===== src/rtl/apb_req_arbiter.sv =====
// apb_req_arbiter
//   Shares one APB slave between NUM_REQ requesters. Each requester hands over
//   one transfer at a time on a valid/ready port. Arbitration is round-robin
//   starting after the last winner. The block runs the APB SETUP/ACCESS
//   sequence and waits on PREADY with an optional timeout. It then pulses
//   rsp_valid to the winning requester, with read data or an error flag.
//
// Ports
//   PCLK, PRESETn        clock (rising edge), asynchronous active-low reset
//   req_valid/req_ready  per-requester handshake; req_ready is one-hot or zero
//   req_write/addr/wdata/strb  per-requester transfer, requester i in slice i
//   rsp_valid            per-requester one-cycle completion pulse
//   rsp_rdata, rsp_err   shared response data and timeout flag, valid with rsp_valid
//   PSELx..PSTRB         APB master outputs
//   PRDATA, PREADY       APB slave inputs, only looked at in ACCESS
module apb_req_arbiter #(
    parameter int ADDR_WIDTH     = 32,
    parameter int DATA_WIDTH     = 32,
    parameter int NUM_REQ        = 2,
    parameter int TIMEOUT_CYCLES = 16
) (
    input  logic                             PCLK,
    input  logic                             PRESETn,
    input  logic [NUM_REQ-1:0]               req_valid,
    output logic [NUM_REQ-1:0]               req_ready,
    input  logic [NUM_REQ-1:0]               req_write,
    input  logic [NUM_REQ*ADDR_WIDTH-1:0]    req_addr,
    input  logic [NUM_REQ*DATA_WIDTH-1:0]    req_wdata,
    input  logic [NUM_REQ*DATA_WIDTH/8-1:0]  req_strb,
    output logic [NUM_REQ-1:0]               rsp_valid,
    output logic [DATA_WIDTH-1:0]            rsp_rdata,
    output logic                             rsp_err,
    output logic                             PSELx,
    output logic                             PENABLE,
    output logic                             PWRITE,
    output logic [ADDR_WIDTH-1:0]            PADDR,
    output logic [DATA_WIDTH-1:0]            PWDATA,
    output logic [DATA_WIDTH/8-1:0]          PSTRB,
    input  logic [DATA_WIDTH-1:0]            PRDATA,
    input  logic                             PREADY
);

    localparam int STRB_WIDTH = DATA_WIDTH / 8;
    localparam int IDX_W      = $clog2(NUM_REQ);
    localparam int CNT_W      = (TIMEOUT_CYCLES < 2) ? 1 : $clog2(TIMEOUT_CYCLES + 1);

    typedef enum logic [1:0] {
        IDLE   = 2'd0,
        SETUP  = 2'd1,
        ACCESS = 2'd2
    } state_e;

    state_e                  state_q, state_d;
    logic [IDX_W-1:0]        ptr_q, ptr_d;
    logic [IDX_W-1:0]        win_q, win_d;
    logic                    write_q, write_d;
    logic [ADDR_WIDTH-1:0]   addr_q, addr_d;
    logic [DATA_WIDTH-1:0]   wdata_q, wdata_d;
    logic [STRB_WIDTH-1:0]   strb_q, strb_d;
    logic [CNT_W-1:0]        cnt_q, cnt_d;
    logic [NUM_REQ-1:0]      rsp_valid_q, rsp_valid_d;
    logic [DATA_WIDTH-1:0]   rsp_rdata_q, rsp_rdata_d;
    logic                    rsp_err_q, rsp_err_d;

    logic                    grant_found;
    logic [IDX_W-1:0]        grant_idx;
    logic [IDX_W-1:0]        cand_idx;

    // Round-robin search: first valid requester strictly after ptr, wrapping,
    // so the last winner is considered last.
    // NOTE: every combinational output gets a default before any branch;
    // a path that leaves one unassigned would infer a latch.
    always_comb begin
        grant_found = 1'b0;
        grant_idx   = '0;
        cand_idx    = '0;
        for (int k = 1; k <= NUM_REQ; k++) begin
            cand_idx = IDX_W'((int'(ptr_q) + k) % NUM_REQ);
            if (!grant_found && req_valid[cand_idx]) begin
                grant_found = 1'b1;
                grant_idx   = cand_idx;
            end
        end
    end

    always_comb begin
        state_d     = state_q;
        ptr_d       = ptr_q;
        win_d       = win_q;
        write_d     = write_q;
        addr_d      = addr_q;
        wdata_d     = wdata_q;
        strb_d      = strb_q;
        cnt_d       = cnt_q;
        rsp_valid_d = '0;
        rsp_rdata_d = '0;
        rsp_err_d   = 1'b0;
        req_ready   = '0;

        unique case (state_q)
            IDLE: begin
                if (grant_found) begin
                    req_ready[grant_idx] = 1'b1;
                    ptr_d   = grant_idx;
                    win_d   = grant_idx;
                    write_d = req_write[grant_idx];
                    addr_d  = req_addr[grant_idx*ADDR_WIDTH +: ADDR_WIDTH];
                    wdata_d = req_wdata[grant_idx*DATA_WIDTH +: DATA_WIDTH];
                    strb_d  = req_strb[grant_idx*STRB_WIDTH +: STRB_WIDTH];
                    cnt_d   = '0;
                    state_d = SETUP;
                end
            end
            SETUP: begin
                state_d = ACCESS;
            end
            ACCESS: begin
                // PREADY is checked first so a completion on the timeout edge
                // is reported as a normal transfer.
                if (PREADY) begin
                    state_d            = IDLE;
                    rsp_valid_d[win_q] = 1'b1;
                    rsp_rdata_d        = write_q ? '0 : PRDATA;
                end else if ((TIMEOUT_CYCLES != 0) && (cnt_q == CNT_W'(TIMEOUT_CYCLES))) begin
                    state_d            = IDLE;
                    rsp_valid_d[win_q] = 1'b1;
                    rsp_err_d          = 1'b1;
                end else begin
                    cnt_d = cnt_q + CNT_W'(1);
                end
            end
            default: state_d = IDLE;
        endcase
    end

    // NOTE: sequential state uses non-blocking assignments only, so every
    // register samples the pre-edge value of every other register.
    // NOTE: the latched transfer fields are reset too, because they drive the
    // APB outputs directly and those must read zero out of reset.
    always_ff @(posedge PCLK or negedge PRESETn) begin
        if (!PRESETn) begin
            state_q     <= IDLE;
            ptr_q       <= IDX_W'(NUM_REQ - 1);
            win_q       <= '0;
            write_q     <= 1'b0;
            addr_q      <= '0;
            wdata_q     <= '0;
            strb_q      <= '0;
            cnt_q       <= '0;
            rsp_valid_q <= '0;
            rsp_rdata_q <= '0;
            rsp_err_q   <= 1'b0;
        end else begin
            state_q     <= state_d;
            ptr_q       <= ptr_d;
            win_q       <= win_d;
            write_q     <= write_d;
            addr_q      <= addr_d;
            wdata_q     <= wdata_d;
            strb_q      <= strb_d;
            cnt_q       <= cnt_d;
            rsp_valid_q <= rsp_valid_d;
            rsp_rdata_q <= rsp_rdata_d;
            rsp_err_q   <= rsp_err_d;
        end
    end

    // APB outputs come straight from the latched transfer, so they cannot
    // move during SETUP/ACCESS. Reads never expose write data or strobes.
    assign PSELx   = (state_q != IDLE);
    assign PENABLE = (state_q == ACCESS);
    assign PWRITE  = write_q;
    assign PADDR   = addr_q;
    assign PWDATA  = write_q ? wdata_q : '0;
    assign PSTRB   = write_q ? strb_q  : '0;

    assign rsp_valid = rsp_valid_q;
    assign rsp_rdata = rsp_rdata_q;
    assign rsp_err   = rsp_err_q;

endmodule


===== config.mk =====
export PLATFORM = sky130hd
export DESIGN_NAME = apb_req_arbiter
export DESIGN_NICKNAME = d
export VERILOG_FILES = /design/src/rtl/apb_req_arbiter.sv
export SDC_FILE = /design/constraint.sdc
export NUM_CORES = 1
export LEC_CHECK = 0
export CORE_MARGIN = 8
export CORE_UTILIZATION = 35
export CTS_CLUSTER_SIZE = 14
export DETAILED_ROUTE_END_ITERATION = 7
export PLACE_DENSITY = 0.78
export SKIP_CTS_REPAIR_TIMING = 1
export SLEW_MARGIN = 5
export SYNTH_ARGS = -nofsm -noshare
export SYNTH_HDL_FRONTEND = slang
export SYNTH_SLANG_ARGS = --single-unit

===== constraint.sdc =====
create_clock -name PCLK -period 1.4 [get_ports PCLK]
set_input_delay 0.42 -clock PCLK [delete_from_list [all_inputs] [get_ports PCLK]]
set_output_delay 0.42 -clock PCLK [all_outputs]
set_load 0.005 [all_outputs]

# [After elaboration in Yosys (flattened, before gate mapping)]
# Cells that the tools add are included.
[op_classes] n_addsub=3 order_cmp=6 eq_ne=7 n_shift=3 n_mux=35 reduce_logical=10
[op_table] operator="$mux 32" count=4
[op_table] operator="$shiftx 64x7->32" count=2
[op_table] operator="$mux 2" count=8
[op_table] operator="$mux 1" count=15
[op_table] operator="$mux 5" count=3
[op_table] operator="$pmux 5 s2" count=1
[op_table] operator="$lt 1x2->1 const B" count=4
[op_table] operator="$shiftx 8x4->4" count=1
[op_table] operator="$ne 2x2->1 const B" count=3
[op_table] operator="$pmux 2 s3" count=1
[op_table] operator="$add 5x1->5 const B" count=1
[op_table] operator="$eq 5x5->1 const B" count=1
[op_table] operator="$mux 4" count=1
[op_table] operator="$reduce_and 2->1" count=2
[op_table] operator="$reduce_and 4->1" count=1
[op_table] operator="$reduce_bool 2->1" count=2
[op_table] operator="$logic_and 1x1->1" count=3
[op_table] operator="$ne 3x1->1 const B" count=1
[op_table] operator="$add 1x1->1 const B" count=2
[op_table] operator="$demux 1 s1" count=2
[op_table] operator="$eq 2x1->1 const B" count=1
[op_table] operator="$eq 2x2->1 const B" count=1
[op_table] operator="$ge 1x1->1 const B" count=2
[op_table] operator="$logic_not 2->1" count=1
[op_table] operator="$logic_not 1->1" count=1
[totals] regBits=113 inputBits=175 word_cells=75

# [Depth between registers and ports, before layout]
# Gate-level depths: netlist (run 1).
[logic_depth] ltp_word=13 depth_mapped=6 mapped_depth_nobuf=5

# [Worst setup path before layout (run 1)]
# No wires, ideal clock.
[synth_path] kind="register to register" start="register cnt_q[0]" end="register cnt_q[2]" setup_ps=134 arrival_time_ps=1333 setup_slack_ps=-67 path_stages_with_launch=6 synth_period_minus_slack_ps=1467 path_cell_list="dfrtp_1 inv_1 ha_1 or4bb_1 a21oi_1 o22ai_1"
[synth_via] elab_chain_cells=4 word_cells_on_any_way=7 cone_classes="1 x add/sub; 2 x eq/ne; 3 x mux; 1 x reduce/logical"
[synth_lines] element="start: declaration" line="60" rtl="logic [CNT_W-1:0] cnt_q, cnt_d;"
[synth_lines] element="start signal: assignment" line="161" rtl="cnt_q <= cnt_d;"
[synth_lines] element="$add 5x1->5" line="129" rtl="cnt_d = cnt_q + CNT_W'(1);"
[synth_lines] element="$mux 5" line="124" rtl="end else if ((TIMEOUT_CYCLES != 0) && (cnt_q == CNT_W'(TIMEOUT_CYCLES))) begin"
[synth_lines] element="$mux 5" line="120" rtl="if (PREADY) begin"
[synth_lines] element="$pmux 5 s2" line="100" rtl="unique case (state_q)"
# Several ways; a longest one is shown, not always the timed one. The select of a mux whose other input is x is not followed.
# A chain may end at the register's enable or synchronous reset.

# [Worst setup path after layout (run 1)]
[layout_path] start="register write_q, in the netlist PWRITE" end="output port PWDATA[27]"
[layout_via] elab_chain_cells=1
[layout_lines] element="start: declaration" line="56" rtl="logic write_q, write_d;"
[layout_lines] element="start signal: assignment" line="157" rtl="write_q <= write_d;"
[layout_lines] element="$mux 32" line="174" rtl="assign PWDATA = write_q ? wdata_q : '0;"
[layout_lines] element="end: declaration" line="37" rtl="output logic [DATA_WIDTH-1:0] PWDATA,"
# No other way between the ends.

==> flow_summary.json, run 1 <==
{
  "status": "finished with violations",
  "violations": "setup timing",
  "reg2reg_depth": 6,
  "skew_ns": 0.00916,
  "ys_seq_area_share_pct": 55.8,
  "synthDistinctLibCells": 40,
  "num_rows": 44,
  "maxCapViolCount": 0,
  "cts.sink_count": 113,
  "die_h_um": 136,
  "place.gp.congestion": 0.799,
  "endpoint_kind": "output port",
  "grt_pass1_wl_um": 27600,
  "nNetsFinal": 898,
  "synth_fp_nets": 584,
  "setup_slack_ns": -0.426,
  "dieWidth_um": 136,
  "diodes": 0,
  "hp-class": "input port to async pin",
  "io_pins": 283,
  "clk-insertion-delay-late_ns": 0.41,
  "fin_crit_ns": 1.83,
  "final_core_util_pct": 64.4,
  "clkSlewWorstSetupHoldPaths_ns": 0.05,
  "path_class": "flip-flop to output port",
  "grt_pass1_vias": 5125,
  "via_count": 4741,
  "synthCells": 407,
  "hold_viol": 0,
  "synth_top_area_cell": "dfrtp_1",
  "synth_most_common_cell": "dfrtp_1",
  "drv_slew": 0,
  "synth_top_area_share_pct": 55.3,
  "leakage_nw": 4.71,
  "synth.area.top_cells": "dfrtp_1 55%, and2_1 8.4%, a221o_1 6.3%",
  "htree_levels": 4,
  "initial_core_util_pct": 35.4,
  "numPortBuffers": 282,
  "post_drt_wl_per_cell_um": 20.8,
  "power_density_mw_per_mm2": 1920,
  "grt_max_degree": 45,
  "antenna_found_initial": 0,
  "ant_nets": 0,
  "arrival_ns": 1.41,
  "r2r_start": "ptr_q",
  "worstSetupStartpointType": "flip-flop",
  "grt_setup_unrepaired": "yes",
  "grt_util_all_layers_pct": 19.2,
  "min_period_over_period_pct": 130,
  "required_ns": 0.98,
  "layout-drive-gt1-share_pct": 29.4,
  "crit_path_max_fanout": 8,
  "ir_worst_vdd_uv": 1310,
  "cts_tree": "built",
  "syn_area_mm2": 0.00507,
  "async_flop_share_pct": 100,
  "fin_tns_setup_ns": -22.74,
  "synth_common_cells": "112 x dfrtp_1, 68 x and2_1, 37 x o21bai_1",
  "synth_ff_type": "dfrtp_1",
  "vias_per_cell": 5.16,
  "r2r_slack_ns": -0.10,
  "synthToLayoutAreaGrowth_pct": 82.1,
  "first_pass_iters": 4,
  "die-area_mm2": 0.0186,
  "synth-seq-cells": 113,
  "routed_wl_um": 19100,
  "cts_max_path_buffers": 2,
  "grt.overflow.total": 0,
  "core_region_area_mm2": 0.0143,
  "drt_iter0_markers": 265,
  "reg2reg_to": "wdata_q[2]",
  "hpwl_um": 13600,
  "drc": 0,
  "max_freq_ghz": 0.548,
  "syn_avg_cell_area_um2": 12.4,
  "setup_violations": 143,
  "numCtsBuffers": 17,
  "max_slew.worst_pin.slew_ns": 0.324,
  "cts_root_buffer": "clkbuf_16",
  "slew_headroom_pct": 78.3,
  "ys_warn_count": 0,
  "synth-edff-count": 0
}
## registers in the layout (all words and copies together) (netlist names)
register	count
PADDR	32
rsp_rdata	32
wdata_q	32
cnt_q	5
strb_q	4
rsp_valid	2
state_q	2
PWRITE	1
ptr_q	1
rsp_err	1
win_q	1
## logic make-up (layout without fill, tap and decap cells)
logic type	count (synthesis)	after routing	synth area share, %
adder cells (fa/ha/maj)	2	2	0.494
flip-flops	113	113	55.8
multiplexers	1	1	0.198
AND/OR/NAND/NOR	95	95	12.1
buffers and inverters	45	372	4.94
XOR/XNOR	1	1	0.173
AO/OA/AOI/OAI	150	150	26.2
## metal layers
layer / up-vias / GRT usage (%) / wire (um)
met5: - / 0 / 0
met4: 0 / 7.93 / 434
met3: 29 / 7.06 / 1510
met2: 207 / 33.0 / 10000
met1: 2358 / 21.1 / 7160
li1: 2147 / - / -
## report_power, final
part / switching [W] / internal (W)
Sequential: 0.000659 / 0.00442
Combinational: 0.00330 / 0.00492
Clock: 0.00154 / 0.00290
Total: 0.00550 / 0.0122
## final cells by class
type	instances	area (um2)
inverter	8	32.5
multi-input combinational	249	2130
sequential	113	2830
clock buffer	20	457
fill	1084	5090
timing repair buffer	332	3380
clock inverter	12	158
tap	184	230
## layout by cell type (no fill, tap or decap), types with 3 or more instances in the layout
master | synthesis | routed
o21a_1 | 32 | 32
bufinv_16 | 0 | 3
buf_12 | 0 | 12
a221o_1 | 32 | 32
dlymetal6s2s_1 | 0 | 46
buf_6 | 7 | 32
nor2_1 | 6 | 4
clkinvlp_4 | 0 | 3
o21bai_1 | 37 | 37
clkdlybuf4s50_1 | 0 | 171
nor3b_1 | 3 | 3
nand2_1 | 4 | 3
o21ai_0 | 6 | 4
clkinv_4 | 0 | 3
dfrtp_1 | 112 | 111
and2_4 | 0 | 30
o221a_2 | 16 | 16
clkbuf_16 | 0 | 20
and2_1 | 68 | 38
o221a_1 | 21 | 21
inv_1 | 5 | 3
inv_2 | 3 | 4
buf_4 | 2 | 22
nand3_2 | 2 | 4
clkbuf_2 | 2 | 43
## stage by stage
step / setup slack (ns) / power, W / cells / hold slack [ns] / instance area [um2]
2_1_floorplan: 0.0117 / 0.00872 / 407 / 0.124 / 5070
3_5_place_dp: -0.743 / 0.0127 / 869 / 0.309 / 8280
4_1_cts: -0.804 / 0.0172 / 901 / -0.128 / 8900
3_3_place_gp: -0.751 / 0.0125 / 869 / 0.317 / 8280
5_1_grt: -0.494 / 0.0187 / 918 / 0.443 / 9220
6_report: -0.426 / 0.0177 / 918 / 0.439 / 9220
## worst max-delay path by stage
| stage | startpoint | end | depth (start not counted) |
|---|---|---|---|
| detailed placement | req_valid[1] | req_ready[0] | 5 |
| floorplan | state_q[1] | req_ready[1] | 4 |
| global route | state_q[0] | req_ready[1] | 5 |
| global placement | req_valid[1] | req_ready[0] | 5 |
| CTS | ptr_q | req_ready[0] | 4 |
| finish | PWRITE | PWDATA[27] | 4 |
## critical path, cell delays in order (launching register included)
cell	delay [ns]
dfrtp_2	0.46
buf_6	0.14
clkbuf_16	0.15
and2_1	0.14
clkbuf_2	0.11
Power figures use the tool's default switching activity.
==> inputs of run 2 (changes only) <==
--- a/config.mk
+++ b/config.mk
@@ -5,7 +5,7 @@
 export SDC_FILE = /design/constraint.sdc
 export NUM_CORES = 1
 export LEC_CHECK = 0
-export CORE_MARGIN = 8
+export CORE_MARGIN = 2
 export CORE_UTILIZATION = 35
 export CTS_CLUSTER_SIZE = 14
 export DETAILED_ROUTE_END_ITERATION = 7
==> flow_summary.json, run 2 (same netlist as run 1, synthesis figures left out) <==
{
  "status": "finished with violations",
  "violations": "setup timing",
  "cpLargestDelayFamily": "buffers and inverters",
  "slowest_delay_ns": 0.41,
  "ant_nets": 0,
  "max_freq_ghz": 0.521,
  "hpwl_um": 12000,
  "numPortBuffers": 282,
  "max_slew.worst_pin.slew_ns": 0.421,
  "die-area_mm2": 0.0155,
  "maxCapViolCount": 0,
  "hp-class": "flip-flop to flip-flop",
  "grt_setup_unrepaired": "yes",
  "vias_per_cell": 5.35,
  "numCtsBuffers": 17,
  "fin_tns_setup_ns": -35.48,
  "layout_common_cells": "171 x clkdlybuf4s50_1, 111 x dfrtp_1, 55 x buf_6",
  "required_ns": 0.98,
  "clk-insertion-delay-late_ns": 0.42,
  "grt_pass1_vias": 4917,
  "place.gp.congestion": 0.775,
  "first_pass_iters": 4,
  "power_density_mw_per_mm2": 2010,
  "swShare_pct": 31.4,
  "switchingPower_w": 0.00630,
  "endpoint_kind": "output port",
  "die_h_um": 124,
  "drv_slew": 0,
  "pwr-share-clk_pct": 21.7,
  "diodes": 0,
  "io_pins": 283,
  "drt_iter0_markers": 279,
  "layout-drive-gt1-share_pct": 37.0,
  "cts.sink_count": 113,
  "min_period_over_period_pct": 137,
  "nNetsFinal": 937,
  "path_cells": "buf_12, buf_8, clkbuf_16, and2_4, buf_6",
  "num_rows": 43,
  "grt_pass1_wl_um": 26300,
  "skew_ns": 0.00980,
  "seqPwrFrac_pct": 25.4,
  "internal-power_w": 0.0137,
  "core_region_area_mm2": 0.0140,
  "initial_core_util_pct": 36.2,
  "leakage_nw": 5.03,
  "crit_buf_inv": 4,
  "drc": 0,
  "grt.overflow.total": 0,
  "cts_tree": "built",
  "antenna_found_initial": 1,
  "cts_max_path_buffers": 2,
  "cts_root_buffer": "clkbuf_16",
  "ir_worst_vdd_uv": 992,
  "hold_viol": 0,
  "dieWidth_um": 124,
  "path_class": "flip-flop to output port",
  "setup_slack_ns": -0.519,
  "pwr-share-comb_pct": 52.9,
  "worstSetupStartpointType": "flip-flop",
  "r2r_slack_ns": -0.19,
  "setup_violations": 148,
  "arrival_ns": 1.50,
  "post_drt_wl_per_cell_um": 21.4,
  "crit_path_max_fanout": 7,
  "fill_cells": 921,
  "grt_max_degree": 71,
  "via_count": 5095,
  "grt_util_all_layers_pct": 21.5,
  "hold_ws_ns": 0.471,
  "fin_crit_ns": 1.92,
  "clkSlewWorstSetupHoldPaths_ns": 0.05,
  "layout_commonest_cell": "clkdlybuf4s50_1",
  "routed_wl_um": 20400,
  "slew_headroom_pct": 72.0,
  "cp_slowest_cell": "dfrtp_2",
  "synthToLayoutAreaGrowth_pct": 97.0,
  "htree_levels": 4
}
==> run 2: changes by cell type in the layout (fill, tap and decap cells not counted), moves of 6 or more <==
cell | before | now
o221a_2 | 16 | 8
o221a_4 | 0 | 8
and2_1 | 38 | 19
and2_4 | 30 | 49
dlymetal6s2s_1 | 46 | 40
buf_6 | 32 | 55
clkbuf_16 | 20 | 33
==> run 2: area by class of cell <==
| cell class | instances | area [um2] | share of cell area [%] |
|---|---|---|---|
| Clock buffer | 18 | 429 | 4.30 |
| Timing Repair Buffer | 371 | 3970 | 39.8 |
| Inverter | 8 | 40.0 | 0.401 |
| Clock inverter | 14 | 166 | 1.67 |
| Multi-Input combinational cell | 249 | 2320 | 23.3 |
| Tap cell | 180 | 225 | 2.26 |
| Sequential cell | 113 | 2830 | 28.4 |
==> run 2: worst register-to-register path: cells and delay by family, from the launching register on <==
family        cells  cell delay (ns)
buf+inv           5             0.65
simple gates      3             0.47
flops             1             0.41
==> run 2: path summary, 6_finish.rpt <==
path / start / endpoint / cells past startpoint
hold / removal: win_q / rsp_valid[0] / 1
hold reg to reg: win_q / rsp_valid[0] / 1
setup reg to reg: state_q[0] / rsp_rdata[10] / 8
setup / recovery: PWRITE / PWDATA[25] / 5
min in group asynchronous: PRESETn / cnt_q[4] / 3
max in group asynchronous: PRESETn / PADDR[15] / 3
==> run 2: power by group through the flow <==
stage | clock network (W) | registers [W] | logic, W
6_report | 0.00434 | 0.00510 | 0.0106
4_1_cts | 0.00441 | 0.00502 | 0.00763
3_5_place_dp | 0 | 0.00503 | 0.00757
2_1_floorplan | 0 | 0.00497 | 0.00375
5_1_grt | 0.00458 | 0.00522 | 0.0112
3_3_place_gp | 0 | 0.00498 | 0.00741
==> run 2: per-layer routing <==
metal / vias to the layer above / track usage, % / wire length [um]
met5: - / 0 / 15
met4: 2 / 6.41 / 485
met3: 40 / 7.60 / 1480
met2: 267 / 37.8 / 10600
met1: 2551 / 24.4 / 7880
li1: 2235 / - / -
==> run 2: stage by stage <==
step | cell area [um2] | power (W) | util (%) | cells | setup slack (ns)
after floorplan | 5070 | 0.00872 | - | 407 | 0.0117
after global placement | 8230 | 0.0124 | 58.9 | 864 | -0.753
after detailed placement | 8230 | 0.0126 | 58.9 | 864 | -0.772
after CTS | 8830 | 0.0171 | 63.1 | 896 | -0.814
after global routing | 9980 | 0.0210 | 71.4 | 953 | -0.550
final | 9980 | 0.0200 | 71.4 | 953 | -0.519
==> inputs of run 3 (changes only) <==
--- a/config.mk
+++ b/config.mk
@@ -11,6 +11,7 @@
 export DETAILED_ROUTE_END_ITERATION = 7
 export PLACE_DENSITY = 0.78
 export SKIP_CTS_REPAIR_TIMING = 1
+export SKIP_LAST_GASP = 1
 export SLEW_MARGIN = 5
 export SYNTH_ARGS = -nofsm -noshare
 export SYNTH_HDL_FRONTEND = slang
==> flow_summary.json, run 3 (same netlist as run 1, synthesis figures left out) <==
{
  "status": "finished with violations",
  "violations": "setup timing",
  "path_class": "flip-flop to output port",
  "seqPwrFrac_pct": 25.8,
  "worstSetupStartpointType": "flip-flop",
  "path_cells": "buf_12, buf_8, clkbuf_16, and2_4, buf_6",
  "setup_slack_ns": -0.523,
  "required_ns": 0.98,
  "clkSlewWorstSetupHoldPaths_ns": 0.06,
  "power_density_mw_per_mm2": 2000,
  "crit_end": "PWDATA[25]",
  "reg2reg_to": "PADDR[8]",
  "core_region_area_mm2": 0.0140,
  "grt_pass1_vias": 4917,
  "htree_levels": 4,
  "leakage_nw": 5.02,
  "drt_iter0_markers": 296,
  "slew_headroom_pct": 72.1,
  "hpwl_um": 12000,
  "grt_util_all_layers_pct": 21.5,
  "cts_root_buffer": "clkbuf_16",
  "post_drt_wl_per_cell_um": 21.6,
  "max_freq_ghz": 0.520,
  "internal-power_w": 0.0135,
  "dieWidth_um": 124,
  "grt_setup_unrepaired": "yes",
  "cts.sink_count": 113,
  "numCtsBuffers": 17,
  "multi_input_comb_area_mm2": 0.00220,
  "hold_viol": 0,
  "final_core_util_pct": 70.6,
  "die_h_um": 124,
  "routed_wl_um": 20600,
  "critPathLaunch": "PWRITE",
  "setup_violations": 148,
  "min_period_over_period_pct": 137,
  "r2r_slack_ns": -0.19,
  "cp_slowest_cell": "dfrtp_2",
  "fin_tns_setup_ns": -35.68,
  "num_rows": 43,
  "swShare_pct": 31.6,
  "grt_pass1_wl_um": 26300,
  "die-area_mm2": 0.0155,
  "grt.overflow.total": 0,
  "cts_max_path_buffers": 2,
  "endpoint_kind": "output port",
  "cts_tree": "built",
  "drc": 0,
  "maxCapViolCount": 0,
  "layout_commonest_cell": "clkdlybuf4s50_1",
  "arrival_ns": 1.50,
  "fin_cells": 953,
  "numPortBuffers": 282,
  "nNetsFinal": 937,
  "switchingPower_w": 0.00625,
  "place.gp.congestion": 0.775,
  "vias_per_cell": 5.35,
  "pre_cts_ws_ns": -0.772,
  "slowest_delay_ns": 0.41,
  "via_count": 5100,
  "ir_worst_vdd_uv": 1030,
  "skew_ns": 0.0137,
  "grt_max_degree": 71,
  "fin_crit_ns": 1.92,
  "pwr-share-clk_pct": 22.0,
  "io_pins": 283,
  "drv_slew": 0,
  "antenna_found_initial": 1,
  "seq_area_mm2": 0.00283,
  "finalPower_w": 0.0198,
  "hp-class": "flip-flop to flip-flop",
  "layout-drive-gt1-share_pct": 35.7,
  "place_inst": 864,
  "initial_core_util_pct": 36.2,
  "crit_path_max_fanout": 7,
  "r2r_start": "state_q[0]",
  "reg2reg_depth": 7,
  "diodes": 0,
  "first_pass_iters": 5,
  "clk-insertion-delay-late_ns": 0.42,
  "max_slew.worst_pin.slew_ns": 0.419,
  "hold_start": "win_q",
  "layout_common_cells": "171 x clkdlybuf4s50_1, 111 x dfrtp_1, 54 x buf_6",
  "fill_cells": 951,
  "ant_nets": 0,
  "pwr-share-comb_pct": 52.2,
  "synthToLayoutAreaGrowth_pct": 94.8
}
[run 3: final cells by class]
type,count,area share [%]
repair buffers,371,40.3
flip-flops and latches,113,28.7
clock inverters,14,1.69
clock buffers,18,4.35
inverters,8,0.406
well taps,180,2.28
multi-input cells,249,22.3
[run 3: how the worst min path moves through the flow]
stage / to / slack, ns / cells past startpoint
after global placement: cnt_q[0] / 0.43 / 2
after global routing: rsp_valid[0] / 0.51 / 1
after floorplan: PADDR[0] / 0.12 / 0
after detailed placement: cnt_q[0] / 0.43 / 2
final: rsp_valid[0] / 0.46 / 1
after CTS: cnt_q[4] / -0.01 / 2
[run 3: metrics by stage]
stage	hold slack (ns)	cell area [um2]
3_3_place_gp	0.425	8230
5_1_grt	0.507	9870
6_report	0.464	9870
4_1_cts	-0.0110	8830
2_1_floorplan	0.124	5070
3_5_place_dp	0.434	8230
[run 3: layer usage]
layer	GRT usage, %	vias up	part of all wire [%]
met5	0	-	0.073
li1	-	2233	-
met2	37.8	277	51
met4	6.41	2	3.0
met1	24.4	2531	39
met3	7.60	57	7.1
[run 3: power groups by stage]
stage,clock network [W],logic [W],registers [W]
4_1_cts,0.00441,0.00763,0.00502
5_1_grt,0.00458,0.0109,0.00521
6_report,0.00436,0.0103,0.00509
3_5_place_dp,0,0.00757,0.00503
3_3_place_gp,0,0.00741,0.00498
2_1_floorplan,0,0.00375,0.00497
[run 3: critical path, delay by kind of cell (launching register included)]
family	cells	cell delay [ns]
buffers and inverters	4	0.53
flip-flops	1	0.41
AND/OR/NAND/NOR	1	0.14
